### src/rtl/ahb2axi_bridge.sv
// ahb2axi_bridge
//   Single-beat AHB-Lite slave to AXI3 master bridge. Each accepted AHB
//   transfer becomes exactly one AXI transaction with length 0 and INCR
//   burst type. The AHB data phase is stretched until the AXI response
//   returns. A write completes on B and a read completes on R. An AXI error
//   response, or a transfer size wider than 64 bits, produces the two-cycle
//   AHB ERROR response.
//
// Ports
//   hclk, hreset      : clock, synchronous active-high reset
//   hsel .. hready    : AHB slave inputs (address/control, write data)
//   hreadyout, hresp,
//   hrdata            : AHB slave outputs
//   aw*/w*/b*         : AXI write channels (ID fixed to AXI_ID)
//   ar*/r*            : AXI read channels  (ID fixed to AXI_ID)
module ahb2axi_bridge #(
  parameter logic [7:0] AXI_ID = 8'h00
) (
  input  logic        hclk,
  input  logic        hreset,
  // AHB slave
  input  logic        hsel,
  input  logic [31:0] haddr,
  input  logic [1:0]  htrans,
  input  logic        hwrite,
  input  logic [2:0]  hsize,
  input  logic [63:0] hwdata,
  input  logic        hready,
  output logic        hreadyout,
  output logic [1:0]  hresp,
  output logic [63:0] hrdata,
  // AXI write address
  output logic [7:0]  awid,
  output logic [31:0] awaddr,
  output logic [7:0]  awlen,
  output logic [2:0]  awsize,
  output logic [1:0]  awburst,
  output logic        awvalid,
  input  logic        awready,
  // AXI write data
  output logic [7:0]  wid,
  output logic [63:0] wdata,
  output logic [7:0]  wstrb,
  output logic        wlast,
  output logic        wvalid,
  input  logic        wready,
  // AXI write response
  input  logic [7:0]  bid,
  input  logic [1:0]  bresp,
  input  logic        bvalid,
  output logic        bready,
  // AXI read address
  output logic [7:0]  arid,
  output logic [31:0] araddr,
  output logic [7:0]  arlen,
  output logic [2:0]  arsize,
  output logic [1:0]  arburst,
  output logic        arvalid,
  input  logic        arready,
  // AXI read data
  input  logic [7:0]  rid,
  input  logic [63:0] rdata,
  input  logic [1:0]  rresp,
  input  logic        rlast,
  input  logic        rvalid,
  output logic        rready
);

  typedef enum logic [2:0] {
    IDLE, WDAT, WADDR, WRESP, RADDR, RDAT, ERR1, ERR2
  } state_e;

  localparam logic [1:0] RESP_OKAY  = 2'b00;
  localparam logic [1:0] RESP_ERROR = 2'b01;

  state_e      state_q, state_d;
  logic [31:0] addr_q;
  logic [2:0]  size_q;
  logic [63:0] wdata_q;
  logic [7:0]  wstrb_q, wstrb_d;
  logic [63:0] hrdata_q;
  logic        aw_done_q, w_done_q;
  logic        accept;

  // IDs, burst response bits 0 and rlast are not needed for single-beat,
  // fixed-ID traffic.
  logic unused_inputs;
  assign unused_inputs = ^{htrans[0], bid, bresp[0], rid, rresp[0], rlast};

  assign accept = hsel & hready & htrans[1] & hreadyout;

  // Byte lanes for the addressed bytes within the 64-bit data bus.
  always_comb begin
    wstrb_d = '0;
    case (hsize)
      3'd0:    wstrb_d = 8'h01 << haddr[2:0];
      3'd1:    wstrb_d = 8'h03 << {haddr[2:1], 1'b0};
      3'd2:    wstrb_d = 8'h0F << {haddr[2], 2'b00};
      3'd3:    wstrb_d = 8'hFF;
      default: wstrb_d = '0;
    endcase
  end

  always_comb begin
    state_d   = state_q;
    hreadyout = 1'b0;
    hresp     = RESP_OKAY;
    awvalid   = 1'b0;
    wvalid    = 1'b0;
    bready    = 1'b0;
    arvalid   = 1'b0;
    rready    = 1'b0;
    case (state_q)
      // ERR2 is the completing cycle of an error. Like IDLE, it can take a
      // new address phase.
      IDLE, ERR2: begin
        hreadyout = 1'b1;
        if (state_q == ERR2) hresp = RESP_ERROR;
        state_d = IDLE;
        if (accept) begin
          if (hsize > 3'b011) state_d = ERR1;
          else if (hwrite)    state_d = WDAT;
          else                state_d = RADDR;
        end
      end
      WDAT: state_d = WADDR;
      WADDR: begin
        awvalid = ~aw_done_q;
        wvalid  = ~w_done_q;
        if ((aw_done_q | awready) && (w_done_q | wready)) state_d = WRESP;
      end
      WRESP: begin
        bready = 1'b1;
        if (bvalid) state_d = bresp[1] ? ERR1 : IDLE;
      end
      RADDR: begin
        arvalid = 1'b1;
        if (arready) state_d = RDAT;
      end
      RDAT: begin
        rready = 1'b1;
        if (rvalid) state_d = rresp[1] ? ERR1 : IDLE;
      end
      ERR1: begin
        hresp   = RESP_ERROR;
        state_d = ERR2;
      end
      default: state_d = IDLE;
    endcase
  end

  always_ff @(posedge hclk) begin
    if (hreset) begin
      state_q   <= IDLE;
      addr_q    <= '0;
      size_q    <= '0;
      wdata_q   <= '0;
      wstrb_q   <= '0;
      hrdata_q  <= '0;
      aw_done_q <= 1'b0;
      w_done_q  <= 1'b0;
    end else begin
      state_q <= state_d;
      if (accept) begin
        addr_q  <= haddr;
        size_q  <= hsize;
        wstrb_q <= wstrb_d;
      end
      if (state_q == WDAT) begin
        wdata_q   <= hwdata;
        aw_done_q <= 1'b0;
        w_done_q  <= 1'b0;
      end
      // AW and W complete independently. Each valid drops after its own
      // handshake.
      if (state_q == WADDR) begin
        if (awvalid && awready) aw_done_q <= 1'b1;
        if (wvalid && wready)   w_done_q  <= 1'b1;
      end
      if (state_q == RDAT && rvalid) hrdata_q <= rdata;
    end
  end

  assign hrdata  = hrdata_q;
  assign awid    = AXI_ID;
  assign awaddr  = addr_q;
  assign awlen   = '0;
  assign awsize  = size_q;
  assign awburst = 2'b01;
  assign wid     = AXI_ID;
  assign wdata   = wdata_q;
  assign wstrb   = wstrb_q;
  assign wlast   = 1'b1;
  assign arid    = AXI_ID;
  assign araddr  = addr_q;
  assign arlen   = '0;
  assign arsize  = size_q;
  assign arburst = 2'b01;

endmodule

### config.mk
export PLATFORM = sky130hd
export DESIGN_NAME = ahb2axi_bridge
export DESIGN_NICKNAME = d
export VERILOG_FILES = /design/src/rtl/ahb2axi_bridge.sv
export SDC_FILE = /design/constraint.sdc
export NUM_CORES = 1
export LEC_CHECK = 0
export BUFFER_PORTS_ARGS = -buffer_cell sky130_fd_sc_hd__buf_2
export CORE_AREA = 2 2 176 178
export DETAILED_ROUTE_END_ITERATION = 16
export DIE_AREA = 0 0 178 180
export PLACE_DENSITY = 0.52
export SETUP_SLACK_MARGIN = 0.02
export SLEW_MARGIN = 30
export SYNTH_ARGS = -nofsm -noshare
export SYNTH_HDL_FRONTEND = slang
export SYNTH_SLANG_ARGS = --single-unit
### constraint.sdc
create_clock -name hclk -period 2.35 [get_ports hclk]
set_clock_uncertainty 0.2 [all_clocks]
set_input_delay 0.1175 -clock hclk [delete_from_list [all_inputs] [get_ports hclk]]
set_output_delay 0.1175 -clock hclk [all_outputs]
set_load 0.02 [all_outputs]
==> impl_metrics.ini, run 1 <==
[clock_network]
post-cts-setup-buffers = 0
clock_path_buffers = 2
clock-sinks = 176
cts_buffers = 17
clockRootBuffer = clkbuf_16
insertion_delay_ns = 0.43
path_clk_slew_ns = 0.07
ctsHtreeMaxLevel = 4
cts_tree = built

[placement]
io_buffers = 388
place_hpwl_microns = 16300
pre_cts_slack_ns = 0.318
place_area_sq_mm = 0.00887
gp_congestion = 0.777

[synthesis]
synth_area_leaders = dfxtp_1 (51%), nand2_1 (18%), a21oi_1 (13%), buf_4 (8.8%), clkbuf_1 (2.2%)
syn_inst = 897
synthXorXnorAreaFrac = 0
yosys_warnings = 0
synth-simple-area-share = 0.213
synth_area_leader_cell = dfxtp_1
synth_seq_cells = 176
synth_top_family_by_area = simple AND/OR/NAND/NOR gates
syn-cell-area_sq_mm = 0.00693
synth_edf_count = 0
synth.avg_cell_area_sq_um = 7.72
async_flop_share = 0
synth_compound_area_frac = 0.149
synth_ff_type = dfxtp_1
synth.area.mux_share = 0.00145
synth_fa_ha_area_frac = 0
yosysSeqAreaShare = 0.509
yosysUniqueCellTypes = 35
netlist.area_leader.share = 0.509

[floorplan]
pin_count = 455
floorplan.rows = 64
die-width_microns = 178
die-area_sq_mm = 0.0320
die_height_microns = 180
coreArea_sq_mm = 0.0302
start_util = 0.229

[worst_setup_path]
crit_arrival_ns = 2.44
cp_max_fo = 4
cp-end-kind = flop
required_ns = 2.52
worstPathCellList = or3_4, a21oi_4, nand3_1, a211oi_1, dlygate4sd3_1
critPathMaxStageDelay_ns = 0.58
critical_path_class = reg2reg
r2r_slack_ns = 0.08
cp-start-kind = flop
cpMaxStageDelayCell = dlygate4sd3_1

[timing]
fin_hold_ws_ns = 0.0383
tightest_slew_ns = 0.704
setup_violations = 0
fmax_mhz = 440
rsz0062_at_grt = false
hold_viol = 0
final.period_utilization = 0.967
min_period_ns = 2.27
max_slew_margin = 0.531
drv_slew = 0
setup_tns_ns = 0
timing.final.ws_setup_ns = 0.0787

[drt]
drcViolationCount = 0
final_antenna_net_count = 0
via_per_inst = 4.16
finalWirelength_microns = 24700
via_count = 7508
drt_iter0_drc = 371
firstDrtPassIters = 4
wire_per_inst_microns = 13.7

[status]
status = completed

[global_route]
antenna_found_initial = 1
grt_max_degree = 66
grt_pass1_wl_microns = 37100
grt_remaining_overflow = 0
gr-usage-all-layers = 0.147
grt_pass1_vias = 7199

[power_and_ir_drop]
p_leak_nw = 5.09
vdd_drop_max_v = 0.000437
power_mw = 8.76
pwr_density_cell_mw_per_mm2 = 781

[cells_and_area]
final_area_sq_mm = 0.0112
layout_common_cells = buf_2 (387), nand2_1 (338), a21oi_1 (179)
area_growth_pct = 62.1
drive_above_1_share = 0.314
nNetsFinal = 1590
final_common_cell = buf_2
nFillCells = 3119

[flow_run]
cap_violations = 0

[hold_path]
hold_class = in2reg
-- metrics by stage --
step | utilization | std cells
after floorplan | - | 941
after global placement | 0.294 | 1599
after detailed placement | 0.294 | 1599
after CTS | 0.372 | 1803
after global routing | 0.372 | 1804
final | 0.372 | 1804
-- synthesized netlist by cell type (all sizes together), types with 2 or more instances --
cell,count
o21bai,2
o21ai,4
nor2,5
a22oi,2
a21o,3
a311oi,2
inv,6
or3,3
buf,99
nand2b,4
dfxtp,176
and2,4
conb,2
clkbuf,41
nor3,3
a21oi,180
nand3,9
nor2b,3
nand2,339
-- layer usage --
metal / track usage / vias up / part of all wire
li1: - / 3754 / -
met4: 0.0593 / 0 / 0.021
met3: 0.0360 / 35 / 0.062
met2: 0.274 / 288 / 0.52
met5: 0 / - / 0
met1: 0.156 / 3431 / 0.40
-- critical path, delay by kind of cell, from the launching register on --
family	cells	cell delay [ns]
AO/OA/AOI/OAI	2	0.49
buffers and inverters	1	0.58
AND/OR/NAND/NOR	2	0.61
flip-flops	1	0.33
-- report_power, final --
part           internal [mW]  total (mW)  switching, mW
sequential              3.25        3.39          0.143
combinational          0.869        2.27           1.40
clock                   1.80        3.10           1.30
total                   5.92        8.76           2.85
-- timing repair --
action / 4_1_cts / 5_1_grt
setup endpoints to repair: 0 / 1
hold buffers: 172 / 0
gates resized for setup: 0 / 1
hold endpoints to repair: 175 / 0
-- registers in the layout (all words and copies together), names as in the netlist --
signal	count
hrdata	64
wdata	64
araddr	32
wstrb	8
arsize	3
state_q	3
aw_done_q	1
w_done_q	1
-- worst paths after layout --
path	from	to	cells past startpoint
worst max-delay path	state_q[2]	state_q[0]	5
worst min-delay path	rvalid	hrdata[49]	4
worst max register to register	state_q[2]	state_q[0]	5
worst min register to register	hrdata[47]	hrdata[47]	2
-- cell families after synthesis --
family / after synthesis
and+or+nand+nor: 374
muxes: 1
buffers and inverters: 146
DFF: 176
other: 2
AOI/OAI and AO/OA: 198
-- cell type report --
class	instances	area (sq um)	share of cell area
Clock buffer	21	480	0.0428
Tap cell	396	495	0.0441
Multi-Input combinational cell	619	2720	0.242
Timing Repair Buffer	574	3840	0.342
Inverter	6	22.5	0.00201
Clock inverter	11	150	0.0134
Antenna cell	1	2.50	0.000223
Sequential cell	176	3520	0.314
(Power assumes the default switching activity.)
==> inputs of run 2 (changes only) <==
--- a/config.mk
+++ b/config.mk
@@ -10,6 +10,7 @@
 export DETAILED_ROUTE_END_ITERATION = 16
 export DIE_AREA = 0 0 178 180
 export PLACE_DENSITY = 0.52
+export RECOVER_POWER = 25
 export SETUP_SLACK_MARGIN = 0.02
 export SLEW_MARGIN = 30
 export SYNTH_ARGS = -nofsm -noshare
==> impl_metrics.ini, run 2 (synthesis results as in run 1) <==
[worst_setup_path]
cp-start-kind = flop
r2r_start = state_q[2]
cp-end-kind = flop
crit_arrival_ns = 2.45
required_ns = 2.52
cp_max_fo = 4
r2r_slack_ns = 0.07
critical_path_class = reg2reg
worstReg2RegEnd = state_q[0]
reg2regPathDepth = 5

[clock_network]
clock_path_buffers = 2
post-cts-setup-buffers = 0
cts_tree = built
clock-sinks = 176
cts_buffers = 17
path_clk_slew_ns = 0.07
insertion_delay_ns = 0.43
clockRootBuffer = clkbuf_16
ctsHtreeMaxLevel = 4

[global_route]
gr-usage-all-layers = 0.147
grt_pass1_wl_microns = 37100
grt_pass1_vias = 7199
gr-usage-met2 = 0.274
met1_usage = 0.156
gr-usage-met3 = 0.0360
grt.busiest_layer = met2
grt_remaining_overflow = 0
grt_max_degree = 66
antenna_found_initial = 1

[timing]
fmax_mhz = 439
setup_violations = 0
fin_hold_ws_ns = 0.0387
tightest_slew_ns = 0.699
min_period_ns = 2.28
max_slew_margin = 0.534
hold_viol = 0
rsz0062_at_grt = false
drv_slew = 0
final.period_utilization = 0.969
setup_tns_ns = 0

[cells_and_area]
drive_above_1_share = 0.245
area_growth_pct = 60.4
nNetsFinal = 1590
layout_common_cells = nand2_1 (338), buf_2 (290), a21oi_1 (179)
final_common_cell = nand2_1

[hold_path]
min_from = rvalid
whs_path_depth = 4
hold_class = in2reg
min_to = hrdata[49]

[placement]
io_buffers = 388
place_hpwl_microns = 16300
gp_congestion = 0.777

[drt]
drcViolationCount = 0
final_antenna_net_count = 0
drt_iter0_drc = 352
firstDrtPassIters = 5
via_count = 7530
finalWirelength_microns = 24700
via_per_inst = 4.17
wire_per_inst_microns = 13.7

[floorplan]
die_height_microns = 180
die-area_sq_mm = 0.0320
die-width_microns = 178
coreArea_sq_mm = 0.0302
floorplan.rows = 64
start_util = 0.229
pin_count = 455

[power_and_ir_drop]
vdd_drop_max_v = 0.000437
p_leak_nw = 4.67
pwr_density_cell_mw_per_mm2 = 786

[status]
status = completed

[flow_run]
cap_violations = 0
-- run 2: cell types whose count changed in the layout (fill, tap and decap cells not counted), sizes merged --
| cell | delta |
|---|---|
| buf | -97 |
| clkbuf | +97 |
-- run 2: worst max path at each step --
stage | start | endpoint | slack [ns] | depth (start not counted)
after detailed placement | state_q[2] | hrdata[30] | 0.32 | 6
after floorplan | state_q[0] | wstrb[5] | 0.51 | 6
after CTS | state_q[2] | state_q[1] | 0.09 | 5
after global routing | state_q[2] | state_q[0] | 0.02 | 5
final | state_q[2] | state_q[0] | 0.07 | 5
after global placement | state_q[2] | wstrb[5] | 0.34 | 4
-- run 2: repair_timing --
item                                    in CTS  in global routing
endpoints found under the hold margin      175                  0
hold buffers                               172                  0
endpoints found under the setup margin       0                  1
gates resized for setup                      0                  1
-- run 2: cell type report --
class / count / area [sq um]
diodes: 1 / 2.50
well taps: 396 / 495
multi-input cells: 619 / 2720
fillers: 3173 / 19100
repair buffers: 574 / 3720
clock buffers: 21 / 480
inverters: 6 / 22.5
flip-flops and latches: 176 / 3520
clock inverters: 11 / 150
-- run 2: routing by layer --
metal  part of all wire  vias up  wire length (microns)
met4              0.020        0                    493
met3              0.060       31                   1470
met5                  0        -                      0
met1               0.40     3461                   9980
met2               0.52      280                  12800
li1                   -     3758                      -
-- run 2: stage by stage --
step                      power, mW  setup slack (ns)  std cells  utilization  instance area (sq um)
after floorplan                4.82             0.513        941            -                   7090
after global placement         5.48             0.345       1599        0.294                   8870
after detailed placement       5.50             0.318       1599        0.294                   8870
after CTS                      8.93            0.0891       1803        0.372                  11200
after global routing           9.24            0.0217       1804        0.368                  11100
final                          8.73            0.0738       1804        0.368                  11100
-- run 2: worst max-delay path, cell delays in order, from the launching register on --
cell and delay [ns]:
dfxtp_1 0.33, or3_4 0.42, a21oi_4 0.22, nand3_1 0.20, a211oi_1 0.27, dlygate4sd3_1 0.58
-- run 2: power breakdown --
| part | leakage (nW) | switching, mW | internal (mW) |
|---|---|---|---|
| Combinational | 2.94 | 1.40 | 0.828 |
| Clock | 0.306 | 1.30 | 1.80 |
| Sequential | 1.42 | 0.147 | 3.25 |
==> inputs of run 3 (changes only) <==
--- a/config.mk
+++ b/config.mk
@@ -6,9 +6,9 @@
 export NUM_CORES = 1
 export LEC_CHECK = 0
 export BUFFER_PORTS_ARGS = -buffer_cell sky130_fd_sc_hd__buf_2
-export CORE_AREA = 2 2 176 178
+export CORE_AREA = 2 2 177 179
 export DETAILED_ROUTE_END_ITERATION = 16
-export DIE_AREA = 0 0 178 180
+export DIE_AREA = 0 0 179 181
 export PLACE_DENSITY = 0.52
 export RECOVER_POWER = 25
 export SETUP_SLACK_MARGIN = 0.02
==> impl_metrics.ini, run 3 (synthesis results as in run 1) <==
[worst_setup_path]
required_ns = 2.53
cp-end-kind = flop
cp_max_fo = 4
crit_arrival_ns = 2.37
cp-start-kind = flop
r2r_start = state_q[2]
r2r_slack_ns = 0.16
reg2regPathDepth = 5
startpoint = state_q[2]
critical_path_class = reg2reg
worstReg2RegEnd = state_q[0]

[floorplan]
die_height_microns = 181
die-width_microns = 179
coreArea_sq_mm = 0.0303
pin_count = 455
start_util = 0.228
die-area_sq_mm = 0.0324
floorplan.rows = 64

[cells_and_area]
stdcell_count = 1804
layout_common_cells = nand2_1 (338), buf_2 (290), a21oi_1 (179)
area_growth_pct = 60.2
diodes = 0
drive_above_1_share = 0.246
final_common_cell = nand2_1
nNetsFinal = 1592

[global_route]
grt_remaining_overflow = 0
gr-usage-all-layers = 0.147
grt_pass1_wl_microns = 37000
antenna_found_initial = 0
grt_pass1_vias = 7102
grt_max_degree = 71

[drt]
drt_iter0_drc = 308
final_antenna_net_count = 0
via_count = 7430
firstDrtPassIters = 6
wire_per_inst_microns = 13.6
finalWirelength_microns = 24600
drcViolationCount = 0
via_per_inst = 4.12

[timing]
setup_violations = 0
max_slew_margin = 0.525
setup_tns_ns = 0
min_period_ns = 2.19
tightest_slew_ns = 0.713
fmax_mhz = 456
drv_slew = 0
hold_viol = 0
rsz0062_at_grt = false
final.period_utilization = 0.932

[clock_network]
ctsHtreeMaxLevel = 4
clock-sinks = 176
clock_path_buffers = 2
insertion_delay_ns = 0.43
path_clk_slew_ns = 0.06
clockRootBuffer = clkbuf_16
cts_tree = built
cts_buffers = 17

[hold_path]
hold_class = in2reg
min_from = arready
min_to = state_q[2]
whs_path_depth = 5

[status]
status = completed

[placement]
place_hpwl_microns = 16300
io_buffers = 388
gp_congestion = 0.752
post-place-cells = 1599

[power_and_ir_drop]
vdd_drop_max_v = 0.000451
pwr_density_cell_mw_per_mm2 = 770
power_mw = 8.55
p_leak_nw = 4.67

[flow_run]
cap_violations = 0
## run 3: cell count changes in the layout (fill, tap and decap cells not counted)
cell	before	now
bufinv_16	3	2
buf_4	9	10
buf_12	5	6
clkbuf_8	4	3
clkinv_4	1	2
diode_2	1	0
## run 3: per-layer routing
| metal | GRT usage | up-vias | share of wire |
|---|---|---|---|
| li1 | - | 3753 | - |
| met5 | 0 | - | 0 |
| met4 | 0.0550 | 0 | 0.022 |
| met3 | 0.0440 | 30 | 0.070 |
| met2 | 0.267 | 268 | 0.51 |
| met1 | 0.158 | 3379 | 0.40 |
## run 3: metrics by stage
stage	instance area (sq um)	hold slack [ns]	util	setup slack, ns
after floorplan	7090	0.0535	-	0.513
after global placement	8880	0.158	0.293	0.346
after detailed placement	8880	0.162	0.293	0.283
after CTS	11200	0.0144	0.369	0.0434
after global routing	11100	0.0609	0.366	0.0929
final	11100	0.0576	0.366	0.159
## run 3: final cells by class
type | instances | area, sq um
fillers | 3207 | 19300
repair buffers | 576 | 3740
flip-flops and latches | 176 | 3520
multi-input cells | 619 | 2720
well taps | 396 | 495
clock buffers | 20 | 467
clock inverters | 11 | 129
inverters | 6 | 22.5
## run 3: critical path, cell delays in order (launching register included)
cell and delay (ns):
dfxtp_1 0.33, or3_4 0.43, a21oi_4 0.19, nand3_1 0.18, a211oi_1 0.25, dlygate4sd3_1 0.56
## run 3: worst max-delay path by stage
stage	depth (start not counted)	to	slack, ns
3_3_place_gp	5	araddr[21]	0.35
6_report	5	state_q[0]	0.16
3_5_place_dp	5	araddr[12]	0.28
2_1_floorplan	6	wstrb[5]	0.51
5_1_grt	5	state_q[0]	0.09
4_1_cts	5	state_q[1]	0.04
## run 3: where the power goes
part           total [mW]  internal [mW]  leakage [nW]  switching (mW)
Clock                2.92           1.66         0.289            1.26
Sequential           3.39           3.25          1.42           0.144
Combinational        2.24          0.844          2.95            1.40
Total                8.55           5.75          4.67            2.80
## run 3: repair_timing
item	CTS	global route
gates resized for setup	0	1
hold buffers	172	0
setup endpoints to repair	0	2
setup buffers	0	2
endpoints found under the hold margin	176	0
